File: src/rtl/intr_priority_if.sv
// intr_priority_if: request, handshake and status signals between the interrupt controller and its CPU/peripheral side
interface intr_priority_if #(
    parameter int N_CH   = 4,
    parameter int MODE_W = 3,
    parameter int ID_W   = 2
);
    logic [N_CH-1:0]        irq_in;
    logic [N_CH-1:0]        mask;
    logic [N_CH*MODE_W-1:0] mode_flat;
    logic                   en_intr;
    logic                   int_ack;
    logic                   int_eoi;
    logic                   irq_out;
    logic [ID_W-1:0]        out_id;
    logic [MODE_W-1:0]      out_mode;
    logic                   busy;
    logic [N_CH-1:0]        pending;

    modport master (
        output irq_in, mask, mode_flat, en_intr, int_ack, int_eoi,
        input  irq_out, out_id, out_mode, busy, pending
    );

    modport slave (
        input  irq_in, mask, mode_flat, en_intr, int_ack, int_eoi,
        output irq_out, out_id, out_mode, busy, pending
    );
endinterface

File: src/rtl/intr_priority_ctrl.sv
// intr_priority_ctrl: edge-triggered interrupt controller with masking, ack/EOI handshake; `define INTR_ROUND_ROBIN_EN for rotating priority
module intr_priority_ctrl #(
    parameter int N_CH   = 4,
    parameter int MODE_W = 3,
    parameter int ID_W   = 2
) (
    input logic             clk,
    input logic             rst_n,
    intr_priority_if.slave  bus
);
    typedef enum logic [1:0] {IDLE, REQ, SERVICE} state_t;

    state_t            state, state_nx;
    logic [N_CH-1:0]   irq_q, irq_qq, edge_vec, req_vec, clr, pending_r;
    logic [1:0]        arm;
    logic [ID_W-1:0]   winner, out_id_r;
    logic [MODE_W-1:0] out_mode_r;
    logic              take;
`ifdef INTR_ROUND_ROBIN_EN
    logic [ID_W-1:0]   rr_ptr;
    logic              found;
    int                idx;
`endif

    // arm gates edges until both sync stages hold real samples, so lines high across reset raise nothing
    assign edge_vec = irq_q & ~irq_qq & {N_CH{arm[1]}};
    assign req_vec  = pending_r & ~bus.mask;
    assign take     = (state == REQ) && bus.en_intr && (|req_vec) && bus.int_ack;
    assign clr      = take ? (N_CH'(1) << winner) : '0;

    assign bus.irq_out  = (state == REQ);
    assign bus.busy     = (state == SERVICE);
    assign bus.out_id   = out_id_r;
    assign bus.out_mode = out_mode_r;
    assign bus.pending  = pending_r;

    // winner selection: fixed (index 0 highest) or rotating from rr_ptr
    always_comb begin
        winner = '0;
`ifdef INTR_ROUND_ROBIN_EN
        found = 1'b0;
        idx   = 0;
        for (int j = 0; j < N_CH; j++) begin
            idx = (int'(rr_ptr) + j) % N_CH;
            if (!found && req_vec[idx]) begin
                winner = ID_W'(idx);
                found  = 1'b1;
            end
        end
`else
        for (int i = N_CH - 1; i >= 0; i--)
            if (req_vec[i]) winner = ID_W'(i);
`endif
    end

    // next-state logic
    always_comb begin
        state_nx = state;
        case (state)
            IDLE:    state_nx = (bus.en_intr && |req_vec) ? REQ : IDLE;
            REQ:     state_nx = (!bus.en_intr || !(|req_vec)) ? IDLE : (bus.int_ack ? SERVICE : REQ);
            SERVICE: state_nx = bus.int_eoi ? IDLE : SERVICE;
            default: state_nx = IDLE;
        endcase
    end

    // state, edge-detect, pending and captured-winner registers
    always_ff @(posedge clk or negedge rst_n) begin
        if (!rst_n) begin
            state      <= IDLE;
            irq_q      <= '0;
            irq_qq     <= '0;
            arm        <= '0;
            pending_r  <= '0;
            out_id_r   <= '0;
            out_mode_r <= '0;
        end else begin
            state     <= state_nx;
            irq_q     <= bus.irq_in;
            irq_qq    <= irq_q;
            arm       <= {arm[0], 1'b1};
            pending_r <= (pending_r & ~clr) | edge_vec;
            if (take) begin
                out_id_r   <= winner;
                out_mode_r <= bus.mode_flat[int'(winner)*MODE_W +: MODE_W];
            end
        end
    end

`ifdef INTR_ROUND_ROBIN_EN
    // rotate priority past each accepted winner
    always_ff @(posedge clk or negedge rst_n) begin
        if (!rst_n)
            rr_ptr <= '0;
        else if (take)
            rr_ptr <= (winner == ID_W'(N_CH - 1)) ? '0 : winner + 1'b1;
    end
`endif
endmodule
File: src/flat_wrapper.sv
// flat-port wrapper written by rule: the top's interface ports become plain ports
module intr_priority_ctrl_flat 
#(
    parameter int N_CH   = 4,
    parameter int MODE_W = 3,
    parameter int ID_W   = 2
)
  (clk, rst_n, bus_irq_in, bus_mask, bus_mode_flat, bus_en_intr, bus_int_ack, bus_int_eoi, bus_irq_out, bus_out_id, bus_out_mode, bus_busy, bus_pending);
  intr_priority_if #(.N_CH(N_CH), .MODE_W(MODE_W), .ID_W(ID_W)) bus_i ();
  input logic clk;
  input logic rst_n;
  input wire logic [$bits(bus_i.irq_in)-1:0] bus_irq_in;
  input wire logic [$bits(bus_i.mask)-1:0] bus_mask;
  input wire logic [$bits(bus_i.mode_flat)-1:0] bus_mode_flat;
  input wire logic [$bits(bus_i.en_intr)-1:0] bus_en_intr;
  input wire logic [$bits(bus_i.int_ack)-1:0] bus_int_ack;
  input wire logic [$bits(bus_i.int_eoi)-1:0] bus_int_eoi;
  output wire logic [$bits(bus_i.irq_out)-1:0] bus_irq_out;
  output wire logic [$bits(bus_i.out_id)-1:0] bus_out_id;
  output wire logic [$bits(bus_i.out_mode)-1:0] bus_out_mode;
  output wire logic [$bits(bus_i.busy)-1:0] bus_busy;
  output wire logic [$bits(bus_i.pending)-1:0] bus_pending;
  assign bus_i.irq_in = bus_irq_in;
  assign bus_i.mask = bus_mask;
  assign bus_i.mode_flat = bus_mode_flat;
  assign bus_i.en_intr = bus_en_intr;
  assign bus_i.int_ack = bus_int_ack;
  assign bus_i.int_eoi = bus_int_eoi;
  assign bus_irq_out = bus_i.irq_out;
  assign bus_out_id = bus_i.out_id;
  assign bus_out_mode = bus_i.out_mode;
  assign bus_busy = bus_i.busy;
  assign bus_pending = bus_i.pending;
  intr_priority_ctrl #(.N_CH(N_CH), .MODE_W(MODE_W), .ID_W(ID_W)) u_core (.clk(clk), .rst_n(rst_n), .bus(bus_i));
endmodule
File: config.mk
export PLATFORM = sky130hd
export DESIGN_NAME = intr_priority_ctrl_flat
export DESIGN_NICKNAME = d
export VERILOG_FILES = /design/src/rtl/intr_priority_if.sv /design/src/rtl/intr_priority_ctrl.sv /design/src/flat_wrapper.sv
export SDC_FILE = /design/constraint.sdc
export NUM_CORES = 1
export LEC_CHECK = 0
export BUFFER_PORTS_ARGS = -buffer_cell sky130_fd_sc_hd__buf_2
export CORE_ASPECT_RATIO = 0.9
export CORE_UTILIZATION = 42
export DETAILED_ROUTE_END_ITERATION = 8
export MAX_ROUTING_LAYER = met4
export PLACE_DENSITY = 0.73
export SKIP_LAST_GASP = 1
export SLEW_MARGIN = 40
export SYNTH_ARGS = -nofsm -noshare
export SYNTH_HDL_FRONTEND = slang
export SYNTH_SLANG_ARGS = --single-unit
File: constraint.sdc
create_clock -name clk -period 1.35 [get_ports clk]
set_input_delay 0.2025 -clock clk [delete_from_list [all_inputs] [get_ports clk]]
set_output_delay 0.2025 -clock clk [all_outputs]
set_load 0.05 [all_outputs]
# --- Yosys cells after proc, flatten, opt, wreduce, memory -nomap -nowiden ---
# Cells that the tools add are included.
totals:
  ff_bits: 21
  inputBits: 25
  output_inout_bits: 11
  word_cells: 39
op_classes:
  mul: 1
  eq_ne: 2
  shift: 2
  mux: 10
  n_bitwise: 8
  n_reduce_logical: 9
ops:
  columns: ["cell", "count"]
  rows:
  - ["$shiftx A12 B32 Y3", 1]
  - ["$and A4 B4 Y4", 4]
  - ["$mux W2", 7]
  - ["$not A4 Y4", 3]
  - ["$pmux W2 S3", 1]
  - ["$logic_and A1 B1 Y1", 4]
  - ["$mul A2 B2 Y4 const B", 1]
  - ["$mux W4", 1]
  - ["$or A4 B4 Y4", 1]
  - ["$reduce_or A4 Y1", 1]
  - ["$shl A1 B2 Y4 const A", 1]
  - ["$eq A2 B1 Y1 const B", 1]
  - ["$eq A2 B2 Y1 const B", 1]
  - ["$logic_not A1 Y1", 2]
  - ["$logic_not A2 Y1", 1]
  - ["$logic_or A1 B1 Y1", 1]
  - ["$mux W1", 1]

# --- Longest topological paths before layout ---
# Gate-level depths: netlist of run 1.
depth:
  word_depth: 11
  mapped_depth: 5
  depth_no_buf: 4

# --- Worst setup path before layout of run 1 ---
# No wires, ideal clock.
synth_path:
  path_kind: "register to register"
  startpoint: "reg u_core.pending_r[3], in the netlist u_core.bus.pending[3]"
  endpoint: "reg u_core.out_id_r[0], in the netlist u_core.bus.out_id[0]"
  arrival_ns: 1.522
  required_ns: 1.225
  path_slack_ns: -0.297
  stages_incl_launch_ff: 5
  n_path_buf: 1
  period_less_slack_ns: 1.647
  path_cell_list: "dfrtp_1 nor2b_1 buf_4 o31ai_4 mux2_4"
synth_via:
  elab_chain_len: 5
synth_lines:
  columns: ["item", "line_no", "text"]
  rows:
  - ["start, declared", "intr_priority_ctrl.sv:14", "logic [N_CH-1:0] irq_q, irq_qq, edge_vec, req_vec, clr, pending_r;"]
  - ["start signal, assigned", "intr_priority_ctrl.sv:82", "pending_r <= (pending_r & ~clr) | edge_vec;"]
  - ["$and A4 B4 Y4 (*)", "intr_priority_ctrl.sv:27", "assign req_vec = pending_r & ~bus.mask;"]
  - ["$mux W2 (4 in a row)", "intr_priority_ctrl.sv:52", "if (req_vec[i]) winner = ID_W'(i);"]
  - ["end signal, assigned", "intr_priority_ctrl.sv:84", "out_id_r <= winner;"]
  - ["end, declared", "intr_priority_ctrl.sv:16", "logic [ID_W-1:0] winner, out_id_r;"]
# Mark *: on every way between the ends. The rest lies on a longest branch, timed or not.
# A chain may end at the register's enable or synchronous reset.

# --- Final worst setup path of run 1 ---
layout_path:
  startpoint: "reg u_core.pending_r[1], in the netlist u_core.bus.pending[1]"
  endpoint: "reg u_core.out_mode_r[2], in the netlist u_core.bus.out_mode[2]"
layout_via:
  elab_chain_len: 5
layout_lines:
  columns: ["item", "line_no", "text"]
  rows:
  - ["$and A4 B4 Y4 (*)", "intr_priority_ctrl.sv:27", null]
  - ["$mux W2 (2 in a row)", "intr_priority_ctrl.sv:52", null]
  - ["$mul A2 B2 Y4", "intr_priority_ctrl.sv:85", "out_mode_r <= bus.mode_flat[int'(winner)*MODE_W +: MODE_W];"]
  - ["$shiftx A12 B32 Y3", "intr_priority_ctrl.sv:85", null]
  - ["end signal, assigned", "intr_priority_ctrl.sv:85", null]
  - ["end, declared", "intr_priority_ctrl.sv:17", "logic [MODE_W-1:0] out_mode_r;"]
# Marks and branches as above.

==> results of run 1 <==
==> through the flow <==
step / hold slack (ps) / setup TNS (ps) / setup slack (ps) / cells / area, µm²
after CTS: 131.4 / -198.1 / -50.45 / 161 / 1371
after floorplan: -93.09 / -643.1 / -201.9 / 80 / 974.7
after global placement: 177.6 / -50.45 / -21.63 / 151 / 1254
after detailed placement: 183.5 / -89.88 / -34.94 / 151 / 1254
final: 141.2 / -170.4 / -40.19 / 162 / 1394
after global routing: 149.2 / -500.4 / -104.5 / 162 / 1394
==> worst paths after layout <==
check                                      startpoint                      to  slack [ps]
worst max-delay path            u_core.bus.pending[1]  u_core.bus.out_mode[2]         -40
worst min-delay path                      bus_mask[1]   u_core.bus.pending[1]         140
worst max register to register  u_core.bus.pending[1]  u_core.bus.out_mode[2]         -40
worst min register to register          u_core.arm[0]           u_core.arm[1]         370
max in group asynchronous                       rst_n   u_core.bus.pending[1]         620
min in group asynchronous                       rst_n  u_core.bus.out_mode[2]         390
==> kinds of logic (layout without fill, tap and decap cells) <==
kind of cell | count (synthesis) | after routing | share of synthesized area, %
DFF | 21 | 21 | 54.47
other | 1 | 1 | 0.3887
buffers and inverters | 4 | 59 | 2.075
and+or+nand+nor | 36 | 36 | 25.81
AOI/OAI and AO/OA | 17 | 17 | 15.69
muxes | 1 | 1 | 1.556
==> what timing repair did <==
action                     4_1_cts  5_1_grt
buffers inserted                 1        1
hold buffers                     5        0
setup endpoints to repair        7        9
resized for setup                9        3
hold endpoints to repair        25        0
==> critical path: stages (launching register included) <==
cell      delay, ps
dfrtp_2         460
and2b_4         200
o31ai_4         290
nand2b_1         90
a32o_2          260
==> placed cells by master (no fill, tap or decap), types with 3 or more instances in the layout <==
master         instances
dlygate4sd3_1          5
buf_6                  4
a32o_2                 3
dfrtp_2                5
nand3_1                6
buf_4                 11
a21oi_1                3
nand2_1                4
buf_2                 33
dfrtp_1               16
nand2b_1               5
clkbuf_4               3
nand3b_1               3
nand4_1                3
==> layout make-up <==
| type | instances | area, µm² |
|---|---|---|
| fillers | 162 | 768.2 |
| clock buffers | 3 | 22.52 |
| inverters | 2 | 7.507 |
| multi-input cells | 55 | 447.9 |
| repair buffers | 53 | 342.8 |
| clock inverters | 1 | 7.507 |
| flip-flops and latches | 21 | 531.8 |
| well taps | 27 | 33.78 |
==> metal layers <==
layer	up-vias	part of all wire, %
met1	380	47
met5	-	0
met3	2	4.9
met4	0	0.60
li1	400	-
met2	24	47
==> sequential cells by signal (all words and copies together), names as in the netlist <==
signal,cells
u_core.bus.pending,4
u_core.irq_q,4
u_core.irq_qq,4
u_core.bus.out_mode,3
u_core.arm,2
u_core.bus.out_id,2
u_core.state,2
==> cell usage after synthesis <==
cell       n  area share, %
a21oi_1    4            2.1
a22oi_1    2            1.6
a32o_2     3            3.5
and2b_4    1            1.0
buf_2      1           0.52
buf_4      1           0.78
conb_1     1           0.39
dfrtp_1   21             54
inv_1      2           0.78
mux2_4     1            1.6
nand2_1    4            1.6
nand2_2    1           0.65
nand2_4    1            1.2
nand2b_1   5            3.2
nand2b_4   2            2.9
nand3_1    6            3.1
nand3b_1   3            2.3
nand4_1    3            1.9
nor2_1     1           0.39
nor2b_1    5            3.2
nor3_1     1           0.52
nor3_4     1            1.7
nor4b_1    1           0.91
o21ai_0    2            1.0
o21ai_1    1           0.52
o31ai_1    1           0.78
o31ai_4    2            4.4
o41ai_1    2            1.8
or3_4      1            1.2
==> where the power goes <==
group          switching, mW  internal, mW  leakage (nW)
clock                  0.195         0.113        0.0139
sequential            0.0625         0.728         0.238
combinational          0.502         0.284         0.404
total                  0.760          1.12         0.656
==> results.cfg, run 1 <==
[final_layout]
nets = 161
area_growth_pct = 44.49
antenna_cells = 0
utilization_pct = 64.47
drive_gt1_share_pct = 55.56

[global_route]
grt_pass1_vias = 705
busiest_layer = met2
antenna_found_initial = 0
grt_overflow = 0
grt_pass1_wl_um = 3001
gr-usage-met2_pct = 27.85
use_met3_pct = 3.810
grt_max_degree = 22
grtUsageTotal_pct = 17.80
grt_util_met1_pct = 23.16

[floorplanning]
dieArea_um2 = 2493
coreArea_um2 = 2162
fp-row-count = 16
start_util_pct = 44.62
die_h_um = 47.47
chipWidth_um = 52.52
io_pins = 36

[hold_path]
hold_class = in2reg
holdPathStages = 3

[clock_tree]
clock_latency_ps = 300
cts_tree = done
cts_buffer_depth = 2
cts_sinks = 21
path_clk_slew_ps = 120
htree_levels = 1
root_buffer = clkbuf_4
cts_buffers = 3

[status]
status = complete, but fails checks
violations = negative setup slack

[synthesis]
synth-seq-cells = 21
avgSynthCellArea_um2 = 12.06
synth_cells = 80
synth_nets = 105
synth_seq_area_share_pct = 54.47
yosysUniqueCellTypes = 29
syn-cell-area_um2 = 964.7
synth_warnings = 0

[flow_run]
drv_cap = 0

[power_and_ir_drop]
power_mw = 1.884
p_leak_nw = 0.6561
powerDensity_nw_per_um2 = 1352
vdd_drop_max_mv = 0.8414

[setup_path]
crit_type = reg2reg
crit_fanout = 5
worstPathRequired_ps = 1560
endpoint_kind = register
startpoint_type = register
arrival_ps = 1600
worstRegToRegCells = 4

[timing]
fin_ws_ps = -40.19
max_freq_mhz = 719.3
hold_violations = 0
clock_skew_ps = 1.921
slew_viol_final = 0
period_share_pct = 103.0
fin_crit_ps = 1390
rsz0062_at_grt = true
setup_viol = 6

[routing]
drt-wirelength-per-cell_um = 12.36
routed_wl_um = 2003
ant_nets = 0
num_vias = 806
via_per_inst = 4.975
dr.pass1.iters = 4
drcViolationCount = 0
initialDrtViolationCount = 8

[placement]
place.gp.congestion = 0.6645
io_buffer_count = 35
dpl.hpwl_um = 1479
No activity file was read; power rests on OpenSTA's default activity.
==> run 2, diff against run 1 <==
--- a/config.mk
+++ b/config.mk
@@ -11,6 +11,7 @@
 export DETAILED_ROUTE_END_ITERATION = 8
 export MAX_ROUTING_LAYER = met4
 export PLACE_DENSITY = 0.73
+export SETUP_SLACK_MARGIN = 0.2
 export SKIP_LAST_GASP = 1
 export SLEW_MARGIN = 40
 export SYNTH_ARGS = -nofsm -noshare
==> results.cfg, run 2 (synthesis gave the netlist of run 1 again) <==
[global_route]
antenna_found_initial = 0
grt_pass1_vias = 761
grtUsageTotal_pct = 21.14
grt_max_degree = 22
grt_pass1_wl_um = 3477
grt_overflow = 0

[routing]
routed_wl_um = 2503
dr.pass1.iters = 6
initialDrtViolationCount = 8
via_per_inst = 5.117
drt-wirelength-per-cell_um = 14.64
num_vias = 875
ant_nets = 0
drcViolationCount = 0

[floorplanning]
io_pins = 36
die_h_um = 47.47
start_util_pct = 44.62
fp-row-count = 16
dieArea_um2 = 2493
coreArea_um2 = 2162
chipWidth_um = 52.52

[clock_tree]
cts_sinks = 21
cts_tree = done
path_clk_slew_ps = 130
clock_latency_ps = 310
cts_buffers = 3
root_buffer = clkbuf_4
htree_levels = 1
cts_buffer_depth = 2

[timing]
rsz0062_at_grt = true
fin_ws_ps = -58.98
slew_viol_final = 0
clock_skew_ps = 2.808
hold_slack_ps = 143.9
hold_violations = 0
max_freq_mhz = 709.7
period_share_pct = 104.4
setup_viol = 6
fin_crit_ps = 1409

[power_and_ir_drop]
p_leak_nw = 0.7608
powerDensity_nw_per_um2 = 1313
power_mw = 2.090
vdd_drop_max_mv = 0.9430

[placement]
place.gp.congestion = 0.7593
io_buffer_count = 35
dpl.hpwl_um = 1558

[status]
status = complete, but fails checks
violations = negative setup slack

[hold_path]
hold_class = in2reg
min_from = bus_mask[1]
holdPathStages = 3

[setup_path]
worstPathRequired_ps = 1150
crit_fanout = 4
endpoint_kind = output pin
cp_slowest_cell = dfrtp_2
worstSetupStartpoint = u_core.state[1]
startpoint_type = register
arrival_ps = 1210
crit_type = reg2out
slowest_delay_ps = 470
r2r_start = u_core.bus.pending[1]
worstRegToRegCells = 4
path_cells = buf_6 > nor2b_4 > buf_8

[final_layout]
area_growth_pct = 64.98
antenna_cells = 0
nets = 170
drive_gt1_share_pct = 63.19
layout_common_cells = buf_2 (24), buf_4 (16), dfrtp_1 (16)
final_common_cell = buf_2

[flow_run]
drv_cap = 0
==> run 2: layout make-up <==
| class | instances | area (µm²) |
|---|---|---|
| well taps | 27 | 33.78 |
| clock buffers | 3 | 22.52 |
| flip-flops and latches | 21 | 531.8 |
| clock inverters | 1 | 7.507 |
| multi-input cells | 55 | 499.2 |
| repair buffers | 62 | 489.2 |
| inverters | 2 | 7.507 |
| fillers | 146 | 570.5 |
==> run 2: final timing paths <==
check | slack (ps) | to
setup reg to reg | -50 | u_core.bus.out_mode[0]
max in group asynchronous | 640 | u_core.bus.pending[0]
hold / removal | 140 | u_core.bus.pending[1]
hold reg to reg | 380 | u_core.arm[1]
setup / recovery | -60 | bus_irq_out
min in group asynchronous | 360 | u_core.state[0]
==> run 2: report_power, final <==
part           total (mW)  switching, mW  internal [mW]
clock network       0.322          0.209          0.113
logic               0.972          0.552          0.420
registers           0.796         0.0678          0.728
total                2.09          0.829           1.26
==> run 2: stage by stage <==
step	util [%]	area [µm²]	cells	setup TNS, ps	worst slack, ps
2_1_floorplan	-	998.5	80	-643.1	-201.9
3_3_place_gp	58.62	1267	150	-63.06	-23.43
3_5_place_dp	58.62	1267	150	-159.3	-52.75
4_1_cts	68.87	1489	164	-210.0	-51.14
5_1_grt	73.61	1592	171	-532.4	-104.0
6_report	73.61	1592	171	-219.4	-58.98
==> run 2: what timing repair did <==
item                                    CTS  global route
hold buffers                              5             0
setup buffers                             5             7
endpoints found under the hold margin    25             0
resized for setup                        30            14
pin swaps                                 2             5
endpoints found under the setup margin   19            21
==> run 2: routing by layer <==
layer | up-vias | part of all wire, % | global-route usage [%] | routed length (µm)
li1 | 418 | - | - | -
met2 | 32 | 48 | 34.43 | 1211
met3 | 10 | 4.8 | 4.762 | 119
met1 | 415 | 43 | 24.85 | 1085
met5 | - | 0 | - | 0
met4 | 0 | 3.5 | 11.05 | 87
==> run 2: critical path, delay by kind of cell, from the launching register on <==
family | cells | cell delay (ps)
simple gates | 1 | 130
flops | 1 | 470
buf+inv | 2 | 300
